`src/rtl/gate_counter.sv`:
```
// gate_counter: reference/signal dual counter for the SF_Counter chain.
// Synchronizes the asynchronous gate and measured signal into clk. Over each
// gate-high window it counts clk cycles and signal rising edges. At window close
// it latches both counts and offers them through a valid/ready handshake.
// f_sig = f_clk * sig_count / ref_count.
//
// state | meaning
// IDLE  | after reset; wait for the synced gate to be low (no partial window)
// ARMED | waiting for a gate rise to open a window
// COUNT | window open; counting clk cycles and signal rises
// HOLD  | result latched and offered on result_valid
module gate_counter #(
    parameter int CNT_W       = 32,
    parameter int SYNC_STAGES = 2    // 2 or 3
) (
    input  logic             clk,
    input  logic             reset,
    input  logic             sample_gate,
    input  logic             sampled_signal,
    input  logic             result_ready,
    output logic             result_valid,
    output logic [CNT_W-1:0] ref_count,
    output logic [CNT_W-1:0] sig_count,
    output logic             overflow,
    output logic             overrun,
    output logic             busy
);

    typedef enum logic [1:0] {
        S_IDLE  = 2'd0,
        S_ARMED = 2'd1,
        S_COUNT = 2'd2,
        S_HOLD  = 2'd3
    } state_t;

    localparam logic [CNT_W-1:0] CNT_MAX  = '1;
    localparam logic [CNT_W-1:0] CNT_ONE  = {{(CNT_W-1){1'b0}}, 1'b1};
    // Cycles needed after reset before the synchronizer output reflects the
    // real gate level rather than its reset value.
    localparam logic [1:0]       SETTLE_N = 2'(SYNC_STAGES);

    // ---------------------------------------------------------------------
    // Synchronizers and edge detection
    // ---------------------------------------------------------------------
    logic [SYNC_STAGES-1:0] gate_sync_q, gate_sync_d;
    logic [SYNC_STAGES-1:0] sig_sync_q, sig_sync_d;
    logic                   gate_prev_q, gate_prev_d;
    logic                   sig_prev_q, sig_prev_d;
    logic                   g_lvl, s_lvl;
    logic                   g_rise, g_fall, s_rise;

    assign g_lvl  = gate_sync_q[SYNC_STAGES-1];
    assign s_lvl  = sig_sync_q[SYNC_STAGES-1];
    assign g_rise = g_lvl & ~gate_prev_q;
    assign g_fall = ~g_lvl & gate_prev_q;
    assign s_rise = s_lvl & ~sig_prev_q;

    // Next values of the synchronizer shift chains and edge-detect flops.
    always_comb begin
        gate_sync_d = {gate_sync_q[SYNC_STAGES-2:0], sample_gate};
        sig_sync_d  = {sig_sync_q[SYNC_STAGES-2:0], sampled_signal};
        gate_prev_d = g_lvl;
        sig_prev_d  = s_lvl;
    end

    // Synchronizer and edge-detect registers.
    always_ff @(posedge clk or posedge reset) begin
        if (reset) begin
            gate_sync_q <= '0;
            sig_sync_q  <= '0;
            gate_prev_q <= 1'b0;
            sig_prev_q  <= 1'b0;
        end else begin
            gate_sync_q <= gate_sync_d;
            sig_sync_q  <= sig_sync_d;
            gate_prev_q <= gate_prev_d;
            sig_prev_q  <= sig_prev_d;
        end
    end

    // ---------------------------------------------------------------------
    // Control FSM, counters and result registers
    // ---------------------------------------------------------------------
    state_t           state_q, state_d;
    logic [1:0]       settle_q, settle_d;
    logic [CNT_W-1:0] ref_cnt_q, ref_cnt_d;
    logic [CNT_W-1:0] sig_cnt_q, sig_cnt_d;
    logic             ovf_q, ovf_d;
    logic             pend_q, pend_d;
    logic [CNT_W-1:0] ref_count_q, ref_count_d;
    logic [CNT_W-1:0] sig_count_q, sig_count_d;
    logic             overflow_q, overflow_d;
    logic             overrun_q, overrun_d;
    logic             valid_q, valid_d;
    logic             busy_q, busy_d;

    logic [CNT_W-1:0] ref_next, sig_next;
    logic             ovf_next;

    // Saturating increments; checked before adding so the counters never wrap.
    always_comb begin
        ref_next = (ref_cnt_q == CNT_MAX) ? ref_cnt_q : ref_cnt_q + CNT_ONE;
        sig_next = sig_cnt_q;
        if (s_rise && (sig_cnt_q != CNT_MAX)) begin
            sig_next = sig_cnt_q + CNT_ONE;
        end
        ovf_next = ovf_q | (ref_next == CNT_MAX) | (s_rise && (sig_next == CNT_MAX));
    end

    // Next-state and next-output logic for the measurement FSM.
    always_comb begin
        state_d     = state_q;
        settle_d    = settle_q;
        ref_cnt_d   = ref_cnt_q;
        sig_cnt_d   = sig_cnt_q;
        ovf_d       = ovf_q;
        pend_d      = pend_q;
        ref_count_d = ref_count_q;
        sig_count_d = sig_count_q;
        overflow_d  = overflow_q;
        overrun_d   = overrun_q;
        valid_d     = valid_q;
        busy_d      = busy_q;

        case (state_q)
            S_IDLE: begin
                if (settle_q != SETTLE_N) begin
                    settle_d = settle_q + 2'd1;
                end else if (!g_lvl) begin
                    state_d = S_ARMED;
                end
            end
            S_ARMED: begin
                // The signal edge coincident with the opening gate edge is
                // not counted: counting starts on the next cycle.
                if (g_rise) begin
                    ref_cnt_d = '0;
                    sig_cnt_d = '0;
                    ovf_d     = 1'b0;
                    busy_d    = 1'b1;
                    state_d   = S_COUNT;
                end
            end
            S_COUNT: begin
                ref_cnt_d = ref_next;
                sig_cnt_d = sig_next;
                ovf_d     = ovf_next;
                if (g_fall) begin
                    ref_count_d = ref_next;
                    sig_count_d = sig_next;
                    overflow_d  = ovf_next;
                    overrun_d   = pend_q;
                    pend_d      = 1'b0;
                    valid_d     = 1'b1;
                    busy_d      = 1'b0;
                    state_d     = S_HOLD;
                end
            end
            S_HOLD: begin
                if (g_rise) begin
                    pend_d = 1'b1;
                end
                if (valid_q && result_ready) begin
                    valid_d = 1'b0;
                    state_d = S_ARMED;
                end
            end
            default: begin
                state_d = S_IDLE;
                valid_d = 1'b0;
                busy_d  = 1'b0;
            end
        endcase
    end

    // FSM state, counters and registered outputs.
    always_ff @(posedge clk or posedge reset) begin
        if (reset) begin
            state_q     <= S_IDLE;
            settle_q    <= 2'd0;
            ref_cnt_q   <= '0;
            sig_cnt_q   <= '0;
            ovf_q       <= 1'b0;
            pend_q      <= 1'b0;
            ref_count_q <= '0;
            sig_count_q <= '0;
            overflow_q  <= 1'b0;
            overrun_q   <= 1'b0;
            valid_q     <= 1'b0;
            busy_q      <= 1'b0;
        end else begin
            state_q     <= state_d;
            settle_q    <= settle_d;
            ref_cnt_q   <= ref_cnt_d;
            sig_cnt_q   <= sig_cnt_d;
            ovf_q       <= ovf_d;
            pend_q      <= pend_d;
            ref_count_q <= ref_count_d;
            sig_count_q <= sig_count_d;
            overflow_q  <= overflow_d;
            overrun_q   <= overrun_d;
            valid_q     <= valid_d;
            busy_q      <= busy_d;
        end
    end

    assign result_valid = valid_q;
    assign ref_count    = ref_count_q;
    assign sig_count    = sig_count_q;
    assign overflow     = overflow_q;
    assign overrun      = overrun_q;
    assign busy         = busy_q;

endmodule

```
`config.mk`:
```
export PLATFORM = sky130hd
export DESIGN_NAME = gate_counter
export DESIGN_NICKNAME = d
export VERILOG_FILES = /design/src/rtl/gate_counter.sv
export SDC_FILE = /design/constraint.sdc
export NUM_CORES = 1
export LEC_CHECK = 0
export ABC_AREA = 1
export CORE_MARGIN = 2
export CORE_UTILIZATION = 30
export CTS_BUF_LIST = sky130_fd_sc_hd__clkbuf_4
export DETAILED_ROUTE_END_ITERATION = 7
export DONT_BUFFER_PORTS = 1
export SYNTH_ARGS = -nofsm -noshare
export SYNTH_HDL_FRONTEND = slang
export SYNTH_SLANG_ARGS = --single-unit
export TNS_END_PERCENT = 10
```
`constraint.sdc`:
```
create_clock -name clk -period 10.1 [get_ports clk]
set_input_delay 2.02 -clock clk [delete_from_list [all_inputs] [get_ports clk]]
set_output_delay 2.02 -clock clk [all_outputs]
set_load 0.005 [all_outputs]
```
== Yosys cells after proc, flatten, opt, wreduce, memory -nomap -nowiden ==
Cells that the tools add are included.

* Register bits after elaboration: 144
* Latch bits: 0
* RAM bits: 0
* ROM bits: 0
* Word-level logic and storage cells: 74
* Memories: 0

* Add/sub/neg operators: 3
* Multipliers: 0
* Div/mod/pow operators: 0
* Order comparisons: 0
* Equality and inequality tests: 14
* Shift-type cells: 0
* Multiplexer cells: 20
* Bitwise logic cells: 8
* Reduce and logical (&&, ||, !) cells: 13

{| class="wikitable"
|+ Operator list
! cell !! number
|-
| $pmux 32 s2 || 2
|-
| $eq 32x32->1 const B || 3
|-
| $mux 32 || 3
|-
| $add 32x1->32 const B || 2
|-
| $ne 32x32->1 const B || 1
|-
| $ne 2x2->1 const B || 7
|-
| $mux 2 || 5
|-
| $reduce_and 3->1 || 3
|-
| $pmux 1 s2 || 4
|-
| $pmux 2 s4 || 1
|-
| $reduce_and 2->1 || 3
|-
| $mux 1 || 5
|-
| $reduce_and 5->1 || 1
|-
| $eq 2x2->1 const B || 2
|-
| $reduce_bool 2->1 || 2
|-
| $and 1x1->1 || 3
|-
| $logic_and 1x1->1 || 3
|-
| $not 1->1 || 3
|-
| $add 2x1->2 const B || 1
|-
| $eq 2x1->1 const B || 1
|-
| $logic_not 2->1 || 1
|-
| $or 1x1->1 || 2
|}

== Logic depth before layout (Yosys ltp) ==
Gate-level depths: netlist of run 1.

* Depth in word-level cells: 8
* Mapped depth: 19

== Worst setup path after synthesis of run 1 ==
No wires, ideal clock.

* Kind: input to register
* Start: input port result_ready
* End: register state_q[1]
* Library setup time: 0.132 ns
* Arrival: 2.424 ns
* Data required time: 9.968 ns
* Setup slack: 7.544 ns
* Stages on the path: 5
* Path buffers: 0
* Path through: a21oi_1 > inv_1 > o2111ai_1 > nor2_1 > a21oi_1

* Cells in the longest elaborated chain, start to end: 3

{| class="wikitable"
|+ Ends and longest elaborated chain
! what !! line !! text
|-
| start: declaration || 20 || <nowiki>input logic result_ready,</nowiki>
|-
| $logic_and 1x1->1 || 163 || <nowiki>if (valid_q && result_ready) begin</nowiki>
|-
| $ne 2x2->1 (no source line) || n/a ||
|-
| $reduce_and 5->1 (no source line) || n/a ||
|-
| end signal: assignment || 192 || <nowiki>state_q <= state_d;</nowiki>
|-
| end: declaration || 84 || <nowiki>state_t state_q, state_d;</nowiki>
|}

No other way between the ends.
A chain may end at the register's enable or synchronous reset.

== Worst setup path in the final report of run 1 ==
* Start: register sig_count_q[23] (netlist: sig_count[23])
* End: output port sig_count[23]

{| class="wikitable"
|+ RTL lines
! what !! line !! text
|-
| start: declaration || 91 || <nowiki>logic [CNT_W-1:0] sig_count_q, sig_count_d;</nowiki>
|-
| start signal: assignment || 199 || <nowiki>sig_count_q <= sig_count_d;</nowiki>
|-
| end: declaration || 23 || <nowiki>output logic [CNT_W-1:0] sig_count,</nowiki>
|}

No word-level cell between the ends.

==> metrics, run 1 <==
commonest cells in the netlist=383 x nand2_1, 144 x dfrtp_1, 143 x inv_1; largest net degree at the start of global routing=87; number of routed nets with antenna violations=0; Vias/cell=4.76; CTS Hold Buffers Added=0; CORE AREA=~0.026 mm2; RSZ-0062 raised after global routing=false; YS warnings=0; via count=6878; met2 usage=approximately 23%; DIE HEIGHT=roughly 170 um; DP Wirelength=15000 um; DRC Markers=0; Worst Path Arrival=roughly 1.0 ns; die area=about 0.028 mm2; Clk Latency, worst-skew pair=about 0.57 ns; met1 usage=between 20% and 30%; clk slew on worst S/H paths=about 0.13 ns; Finished Core Util=between 30% and 40%; vias in the first global route=roughly 6700; Fin Hold WS=around 0.35 ns; FP Rows=a little under 60; Critical Path RT=8.08 ns; Final Critical Period=between 3 and 4 ns; Clk network pwr share=approximately 28%; GPL Wtd Cong=0.879; Ports=73; P_leak=approximately 3.7 nW; DRT Pass-1 Iters=5; CTS buffer count=17; clk_skew=roughly 0.012 ns; post-synth cell types=33; CTS tree=built; final setup fails=0; M3 GR Usage=between 5 and 6%; Synth async-reset ratio=between 90% and 100%; cell area after synthesis=0.00796 mm2; Synth Register Bits=144; post-CTS setup buffer count=0; Worst IR Drop VDD=approximately 0.00013 V; internal power=between 0.0008 and 0.0009 W; reg2reg setup slack=7.11 ns; post-synthesis sequential area ratio=45.3%; Syn Inst Count=1107; first-pass GRT wire length=around 35000 um; leading register cell type out of synthesis=dfrtp_1; I/O Buffers=0; Starting Density=between 30% and 40%; area fraction of the dominant cell type after synthesis=a little under half; EDFF count, synth=0; Area growth, synth to finish=7.50%; H-tree levels=4; antenna violations before repair=1; Resized Gates After CTS=0; sequential power share=48.1%; routed length per instance=about 14 um; Final Hold Fails=0; slew margin rel.=approximately 22%; clk root buf=clkbuf_4; Avg Cell Area, Syn=just over 7 um2; CP endpoint kind=primary output; GRT busiest layer=met2; Critical Path Start Type=flop; Net Sw Frac=38.0%; Worst Tran Pin Value=~1.2 ns; Min-Delay Path Class=reg -> reg; final setup TNS=0 ns; routed wire length=approximately 21000 um; Layout fillers=2820; # clock sinks=between 100 and 150; Die Wd=about 170 um; fraction of layout cells with a size suffix above 1=between 6 and 7%; GR Util All Layers=around 15%; P_sw=approximately 0.00055 W; Critical Setup Path Class=reg -> out; Max-cap violations=0; largest cells by area after synthesis=dfrtp_1 45%, nand2_1 18%, inv_1 6.7%; Pwr Density=about 170 mW/mm2; most numerous cell in the Yosys netlist=nand2_1; Final #Nets=around 1100; Iter 0 DRT Violations=approximately 400; status=complete, no violations; Slew Viols, Final=0; crit-path max FO=2; post-synth top area cell=dfrtp_1; Logic pwr share=24.4%; total grt overflow=0; Max Clk Rate=327 MHz; Mapped Nets=about 1100; Tcrit/Tclk final=between 30% and 40%; Tot Pwr=about 0.0014 W; clock buffer depth=2
-- cells by family (layout without fill, tap and decap cells) --
logic type | after synthesis | in the layout | share of synthesized area (%)
buf+inv | 183 | 184 | 9.14
compound gates | 150 | 150 | 10.5
flops | 144 | 144 | 45.3
other cells | 0 | 1 | 0
simple gates | 603 | 603 | 31.8
fa+ha+maj | 7 | 7 | 1.10
xor+xnor | 20 | 20 | 2.20
-- layer usage --
| metal | part of all wire [%] | wire (um) |
|---|---|---|
| met5 | 0 | 0 |
| met4 | 1.3 | 265 |
| met3 | 7.1 | 1480 |
| met2 | 42 | 8800 |
| met1 | 49 | 10300 |
-- cells in the final DEF, fill, tap and decap left out, drive strengths merged, types with 7 or more instances in the layout --
master,n
inv,146
nand4,11
clkinv,11
o21ai,89
xor2,19
clkbuf,17
nand3,61
o22ai,52
nor2,126
a21oi,7
nor3,11
ha,7
dfrtp,144
nand2,391
-- power by group through the flow --
stage	Sequential (W)	Combinational (W)	Clock, W
finish	0.000690	0.000350	0.000395
detailed placement	0.000704	0.000352	0
floorplan	0.000680	0.000260	0
global placement	0.000703	0.000349	0
global route	0.000703	0.000397	0.000431
CTS	0.000692	0.000354	0.000410
-- flip-flops by register name (all words and copies together), names as in the netlist, 2 cells and up --
register / cells
gate_sync_q: 2
ref_cnt_q: 32
ref_count: 32
settle_q: 2
sig_cnt_q: 32
sig_count: 32
sig_sync_q: 2
state_q: 2
-- cell type report --
type,instances,area (um2),share of cell area [%]
diodes,1,2.50,0.0293
clock buffers,17,128,1.49
clock inverters,14,168,1.96
inverters,149,566,6.61
multi-input cells,780,3640,42.5
flip-flops and latches,144,3600,42.1
well taps,335,419,4.90
repair buffers,4,30.0,0.351
-- through the flow --
stage / std cells / setup slack, ns / instance area [um2]
5_1_grt: 1444 / 6.78 / 8550
4_1_cts: 1443 / 7.01 / 8550
6_report: 1444 / 7.04 / 8550
2_1_floorplan: 1107 / 4.21 / 7960
3_5_place_dp: 1412 / 6.60 / 8260
3_3_place_gp: 1412 / 6.62 / 8260
-- final timing paths --
| kind | startpoint | endpoint | depth (start not counted) |
|---|---|---|---|
| min | gate_sync_q[0]$_DFF_PP0_ | gate_sync_q[1]$_DFF_PP0_ | 0 |
| max | sig_count[23]$_DFFE_PP0P_ | sig_count[23] | 0 |
| max reg2reg | sig_cnt_q[0]$_DFFE_PP0P_ | ovf_q$_DFFE_PP0P_ | 17 |
| min in group asynchronous | reset | sig_count[2]$_DFFE_PP0P_ | 1 |
| max in group asynchronous | reset | ref_cnt_q[14]$_DFFE_PP0P_ | 2 |
| min reg2reg | gate_sync_q[0]$_DFF_PP0_ | gate_sync_q[1]$_DFF_PP0_ | 0 |
No activity file was read; power rests on OpenSTA's default activity.
==> inputs of run 2 (changes only) <==
- clock period: 10.1 -> 3.19 ns (I/O delays scaled with it)
==> run 2 against run 1 <==
Non-clock buffer count rose by 6; register-to-register slack got worse by 6.4 ns; sequential share of layout area is 0.43 points lower; combinational power increased to 3.3 times the previous value; worst hold slack lost 0.29 ns; sequential cell count did not move; sequential power grew to 3.2 times the previous value; critical path type is now reg -> reg.
==> metrics, run 2 (synthesis results as in run 1) <==
first-pass GRT wire length=35900 um (+3.5%); GR Util All Layers=16.0% (+0.55 points); footprint of the multi-input gates=0.00364 mm2 (unchanged); Worst Path Arrival=3.04 ns (+2.00 ns); CTS tree=built; met1 usage=23.2% (+1.8 points); slew margin rel.=48.0% (+26 points); Final Hold Fails=0 (unchanged); clk slew on worst S/H paths=0.14 ns (about the same); GPL Wtd Cong=0.906 (+3.1%); worst r2r path cells=15 (-2); Iter 0 DRT Violations=538 (+35%); post-CTS setup buffer count=0 (unchanged); final setup TNS=0 ns (unchanged); M3 GR Usage=4.49% (-0.55 points); Clk network pwr share=28.1% (+0.6 points); DRC Markers=0 (unchanged); Critical Path Start Type=flop; Tcrit/Tclk final=slightly below 80%; P_leak=3.74 nW (+1.2%); Min-Delay Path Class=in -> async; final setup fails=0 (unchanged); Vias/cell=4.80 (+0.78%); Final Critical Period=2.53 ns; Clk Latency, worst-skew pair=0.57 ns (about the same); vias in the first global route=6695 (+0.40%); Logic pwr share=24.7% (+0.3 points); CP endpoint kind=flop; P_sw=0.00171 W (+210%); Setup WS pre-CTS=0.720 ns (-5.87 ns); Pwr Density=534 mW/mm2 (+220%); largest net degree at the start of global routing=76 (-13%); DIE HEIGHT=167 um (unchanged); crit-path max FO=33 (+31); DP Wirelength=15800 um (+5.5%); Max-cap violations=0 (unchanged); R2R Path End=ovf_q$_DFFE_PP0P_; antenna violations before repair=1 (unchanged); Critical Path RT=3.70 ns (-4.38 ns); Placed Cells=1418 (+0.42%); number of routed nets with antenna violations=0 (unchanged); Resized Gates After CTS=0 (unchanged); GRT busiest layer=met1; status=complete, no violations; CTS buffer count=17 (unchanged); worst r2r src=ref_cnt_q[0]$_DFFE_PP0P_; met2 usage=23.1% (+0.25 points); most frequent cells in the layout=383 x nand2_1, 144 x dfrtp_1, 141 x inv_1; internal power=0.00291 W (+230%); Ports=73 (unchanged); clk_skew=0.0211 ns (+0.00936 ns); routed wire length=21500 um (+3.2%); Final #Nets=1114 (+0.54%); die area=0.0278 mm2 (unchanged); Final Non-Filler Cells=1448 (+0.28%); Critical Setup Path Class=reg -> reg; routed length per instance=14.9 um (+3.0%); # clock sinks=144 (unchanged); I/O Buffers=0 (unchanged); RSZ-0062 raised after global routing=false; reg2reg setup slack=0.66 ns (-6.45 ns); total grt overflow=0 (unchanged); Net Sw Frac=37.0% (-1.0 points); Die Wd=167 um (unchanged); Layout fillers=2786 (-1.2%); most common cell after layout, fill and taps aside=nand2_1; Max Clk Rate=396 MHz; FP Rows=59 (unchanged); PnR worst setup slack=0.663 ns (-6.38 ns); CTS Hold Buffers Added=0 (unchanged); clk root buf=clkbuf_4; CORE AREA=0.0261 mm2 (unchanged); sequential power share=47.2% (-0.9 points); fraction of layout cells with a size suffix above 1=6.65% (+0.34 points); Slew Viols, Final=0 (unchanged); sequential cell area=0.00360 mm2 (unchanged); H-tree levels=4 (unchanged); via count=6951 (+1.1%); Worst IR Drop VDD=0.000422 V (+230%); Area growth, synth to finish=8.62%; DRT Pass-1 Iters=5 (unchanged); Worst Tran Pin Value=0.778 ns (-0.385 ns); Starting Density=30.5% (unchanged); clock buffer depth=2 (unchanged)
run 2: power groups by stage:
stage | logic, W | registers, W | clock network (W)
3_3_place_gp | 0.00114 | 0.00222 | 0
6_report | 0.00114 | 0.00218 | 0.00130
3_5_place_dp | 0.00114 | 0.00222 | 0
5_1_grt | 0.00131 | 0.00221 | 0.00142
4_1_cts | 0.00115 | 0.00218 | 0.00134
2_1_floorplan | 0.000824 | 0.00215 | 0
run 2: worst max-delay path by stage:
stage / from / to / slack, ns / cells past startpoint
2_1_floorplan: reset / busy$_DFFE_PP0P_ / 0.75 / 1
3_3_place_gp: sig_cnt_q[0]$_DFFE_PP0P_ / ovf_q$_DFFE_PP0P_ / 0.74 / 15
3_5_place_dp: sig_cnt_q[0]$_DFFE_PP0P_ / overflow$_DFFE_PP0P_ / 0.72 / 15
4_1_cts: sig_cnt_q[0]$_DFFE_PP0P_ / overflow$_DFFE_PP0P_ / 0.70 / 15
5_1_grt: sig_cnt_q[1]$_DFFE_PP0P_ / overflow$_DFFE_PP0P_ / 0.42 / 15
6_report: ref_cnt_q[0]$_DFFE_PP0P_ / ovf_q$_DFFE_PP0P_ / 0.66 / 15
run 2: area by class of cell:
type	count	share of cell area (%)
timing repair buffer	10	1.30
clock inverter	11	1.94
multi-input combinational	780	42.1
sequential	144	41.7
clock buffer	18	1.56
tap	335	4.85
inverter	149	6.53
antenna	1	0.0290
run 2: routing by layer:
layer,vias to the layer above,part of all wire (%)
met4,0,1.5
li1,3485,-
met2,184,42
met3,28,6.6
met1,3254,50
met5,-,0
run 2: per-stage QoR:
step                cell area, um2  util, %  total power [W]  hold WS [ns]
floorplan                     7960        -          0.00298         0.331
global placement              8340     32.0          0.00335         0.334
detailed placement            8340     32.0          0.00336         0.343
CTS                           8640     33.2          0.00467        0.0382
global route                  8640     33.2          0.00495        0.0235
finish                        8640     33.2          0.00462        0.0611
run 2: worst max-delay path, stage by stage (launching register included):
cell and delay, ns:
dfrtp_1 0.45, ha_1 0.34, inv_2 0.08, nor2_4 0.22, nand2_4 0.11, nor2_8 0.17, nand2_4 0.23, nand2_1 0.18
nand2_1 0.06, nor2_1 0.13, nand2_1 0.11, nor2_2 0.14, a21oi_2 0.08, nand2_2 0.06, nand2_1 0.04, nand2_1 0.06
==> inputs of run 3 (changes only) <==
- clock period: 3.19 -> 2.1 ns (I/O delays scaled with it)
==> run 3 against run 2 <==
The run now ends with negative setup slack left; non-clock buffer count rose by 142; combinational power up 89%; clock-buffer cell count rose by 1; critical path depth up 3; wire length increased by 6.7%; via count increased by 7.4%; register-to-register slack worse by 0.77 ns; maximum frequency is 14% higher; clock power grew 60%; largest cell class unchanged; largest power group unchanged.
==> metrics, run 3 (synthesis results as in run 1) <==
via count=7467 (+7.4%); most common cell after layout, fill and taps aside=nand2_1; P_leak=4.53 nW (+21%); fraction of layout cells with a size suffix above 1=19.4% (+13 points); Worst Path Arrival=2.67 ns (-0.37 ns); Pwr Density=754 mW/mm2 (+41%); most used cell, CP=nand2_1; GR Util All Layers=16.7% (+0.74 points); crit-path max FO=8 (-76%); DRC Markers=0 (unchanged); clk slew on worst S/H paths=0.13 ns (about the same); worst r2r src=sig_cnt_q[0]$_DFFE_PP0P_; Max Clk Rate=453 MHz (+14%); slew margin rel.=67.4% (+19 points); Clk Latency, worst-skew pair=0.57 ns (about the same); Worst path slowest cell=dfrtp_1; DRT Pass-1 Iters=7 (+2); Crit path largest cell delay=0.43 ns (-0.02 ns); CTS tree=built; CP Cell Sequence=ha_4 > nand2_2 > nor2_4 > nand2_1 > nor2_1 > nand2_2 > buf_4 > clkbuf_16 > a21oi_4 > a21oi_4 > nand2_1 > nor2_1 > nand2_1 > nor2_1 > nand2_1 > nand2_2 > nand2_1 > nand2_1; first-pass GRT wire length=37800 um (+5.3%); CORE AREA=0.0261 mm2 (unchanged); routed length per instance=14.4 um (-3.0%); Starting Density=30.5% (unchanged); CP endpoint kind=flop; Worst IR Drop VDD=0.000464 V (+9.9%); FP Rows=59 (unchanged); crit path launch=sig_cnt_q[0]$_DFFE_PP0P_; vias in the first global route=7235 (+8.1%); DIE HEIGHT=167 um (unchanged); clock buffer depth=2 (unchanged); RSZ-0062 raised after global routing=true; # clock sinks=144 (unchanged); violated checks=negative setup slack; die area=0.0278 mm2 (unchanged); Die Wd=167 um (unchanged); clk root buf=clkbuf_4; Final #Nets=1256 (+13%); I/O Buffers=0 (unchanged); Min-Delay Path Class=in -> reg; Ports=73 (unchanged); H-tree levels=4 (unchanged); Slew Viols, Final=0 (unchanged); CP Buf/Inv Count=2 (+1); Placed Cells=1546 (+9.0%); Final Hold Fails=0 (unchanged); status=complete, but fails checks; routed wire length=23000 um (+6.7%); Iter 0 DRT Violations=453 (-16%); total grt overflow=0 (unchanged); Critical Path RT=2.56 ns (-1.14 ns); Vias/cell=4.69 (-2.4%); antenna violations before repair=1 (unchanged); most frequent cells in the layout=375 x nand2_1, 144 x dfrtp_1, 140 x inv_1; Final Non-Filler Cells=1593 (+10%); GPL Wtd Cong=0.926 (+2.2%); final setup fails=2 (+2); Critical Setup Path Class=reg -> reg; min-delay src=result_ready; Tcrit/Tclk final=105% (+26 points); Final Critical Period=2.21 ns (-0.318 ns); PnR worst setup slack=-0.109 ns (-0.772 ns); Area growth, synth to finish=25.3%; DP Wirelength=17000 um (+7.5%); clk_skew=0.0274 ns (+0.00632 ns); Max-cap violations=0 (unchanged); Worst Tran Pin Value=0.489 ns (-0.288 ns); largest net degree at the start of global routing=85 (+12%); Critical Path Start Type=flop; CTS buffer count=17 (unchanged); crit-path leading delay family=simple AND/OR/NAND/NOR gates; Setup WS pre-CTS=-0.206 ns (-0.926 ns); number of routed nets with antenna violations=0 (unchanged)
## run 3: changes by cell type in the layout (fill, tap and decap cells not counted), sizes merged
cell / before / now
buf: 10 / 148
dlygate4sd3: 0 / 3
clkbuf: 18 / 20
clkinvlp: 3 / 4
inv: 144 / 145
## run 3: cell type report
type                       instances  area, um2
fill                            2735      16100
tap                              335        419
inverter                         149        567
clock inverter                    13        188
clock buffer                      19        143
sequential                       144       3600
antenna                            1       2.50
multi-input combinational        780       3760
timing repair buffer             152       1290
## run 3: where the power goes
part / switching (W) / internal, W / total [W]
Clock: 0.00111 / 0.000975 / 0.00208
Sequential: 0.000245 / 0.00304 / 0.00328
Combinational: 0.00140 / 0.000751 / 0.00215
Total: 0.00276 / 0.00476 / 0.00752
## run 3: metal layers
metal	routed length, um	GRT usage, %	share of wire (%)
met1	11200	24.0	49
met2	10000	25.2	44
met3	1420	3.83	6.2
met4	312	4.80	1.4
met5	0	0	0
## run 3: timing repair
item	4_1_cts	5_1_grt
pin swaps	5	11
hold endpoints to repair	62	0
buffers inserted	1	9
gates cloned	0	1
hold buffers	3	0
gates resized for setup	10	34
setup endpoints to repair	2	20
## run 3: per-stage QoR
step	hold slack (ns)	total power [W]	area (um2)	TNS (ns)	utilization, %
after floorplan	0.331	0.00452	7960	-18.01	-
after global placement	0.264	0.00539	9360	-0.379	35.9
after detailed placement	0.266	0.00541	9360	-0.407	35.9
after CTS	0.138	0.00753	9760	-0.238	37.5
after global routing	0.244	0.00802	9970	-0.601	38.2
final	0.190	0.00752	9970	-0.202	38.2
## run 3: worst register-to-register path, delay by kind of cell (launching register included)
| kind | cells | cell delay [ns] |
|---|---|---|
| adder cells (fa/ha/maj) | 1 | 0.17 |
| AND/OR/NAND/NOR | 13 | 1.00 |
| flip-flops | 1 | 0.43 |
| buffers and inverters | 2 | 0.33 |
| AO/OA/AOI/OAI | 2 | 0.19 |
## run 3: path summary, 6_finish.rpt
kind,cells past startpoint,end,slack [ns]
worst max-delay path,18,overflow$_DFFE_PP0P_,-0.11
worst min-delay path,5,result_valid$_DFFE_PP0P_,0.19
worst max register to register,18,overflow$_DFFE_PP0P_,-0.11
worst min register to register,0,sig_sync_q[1]$_DFF_PP0_,0.36
max in group asynchronous,3,ref_count[23]$_DFFE_PP0P_,1.07
min in group asynchronous,2,sig_cnt_q[26]$_DFFE_PP0P_,0.28
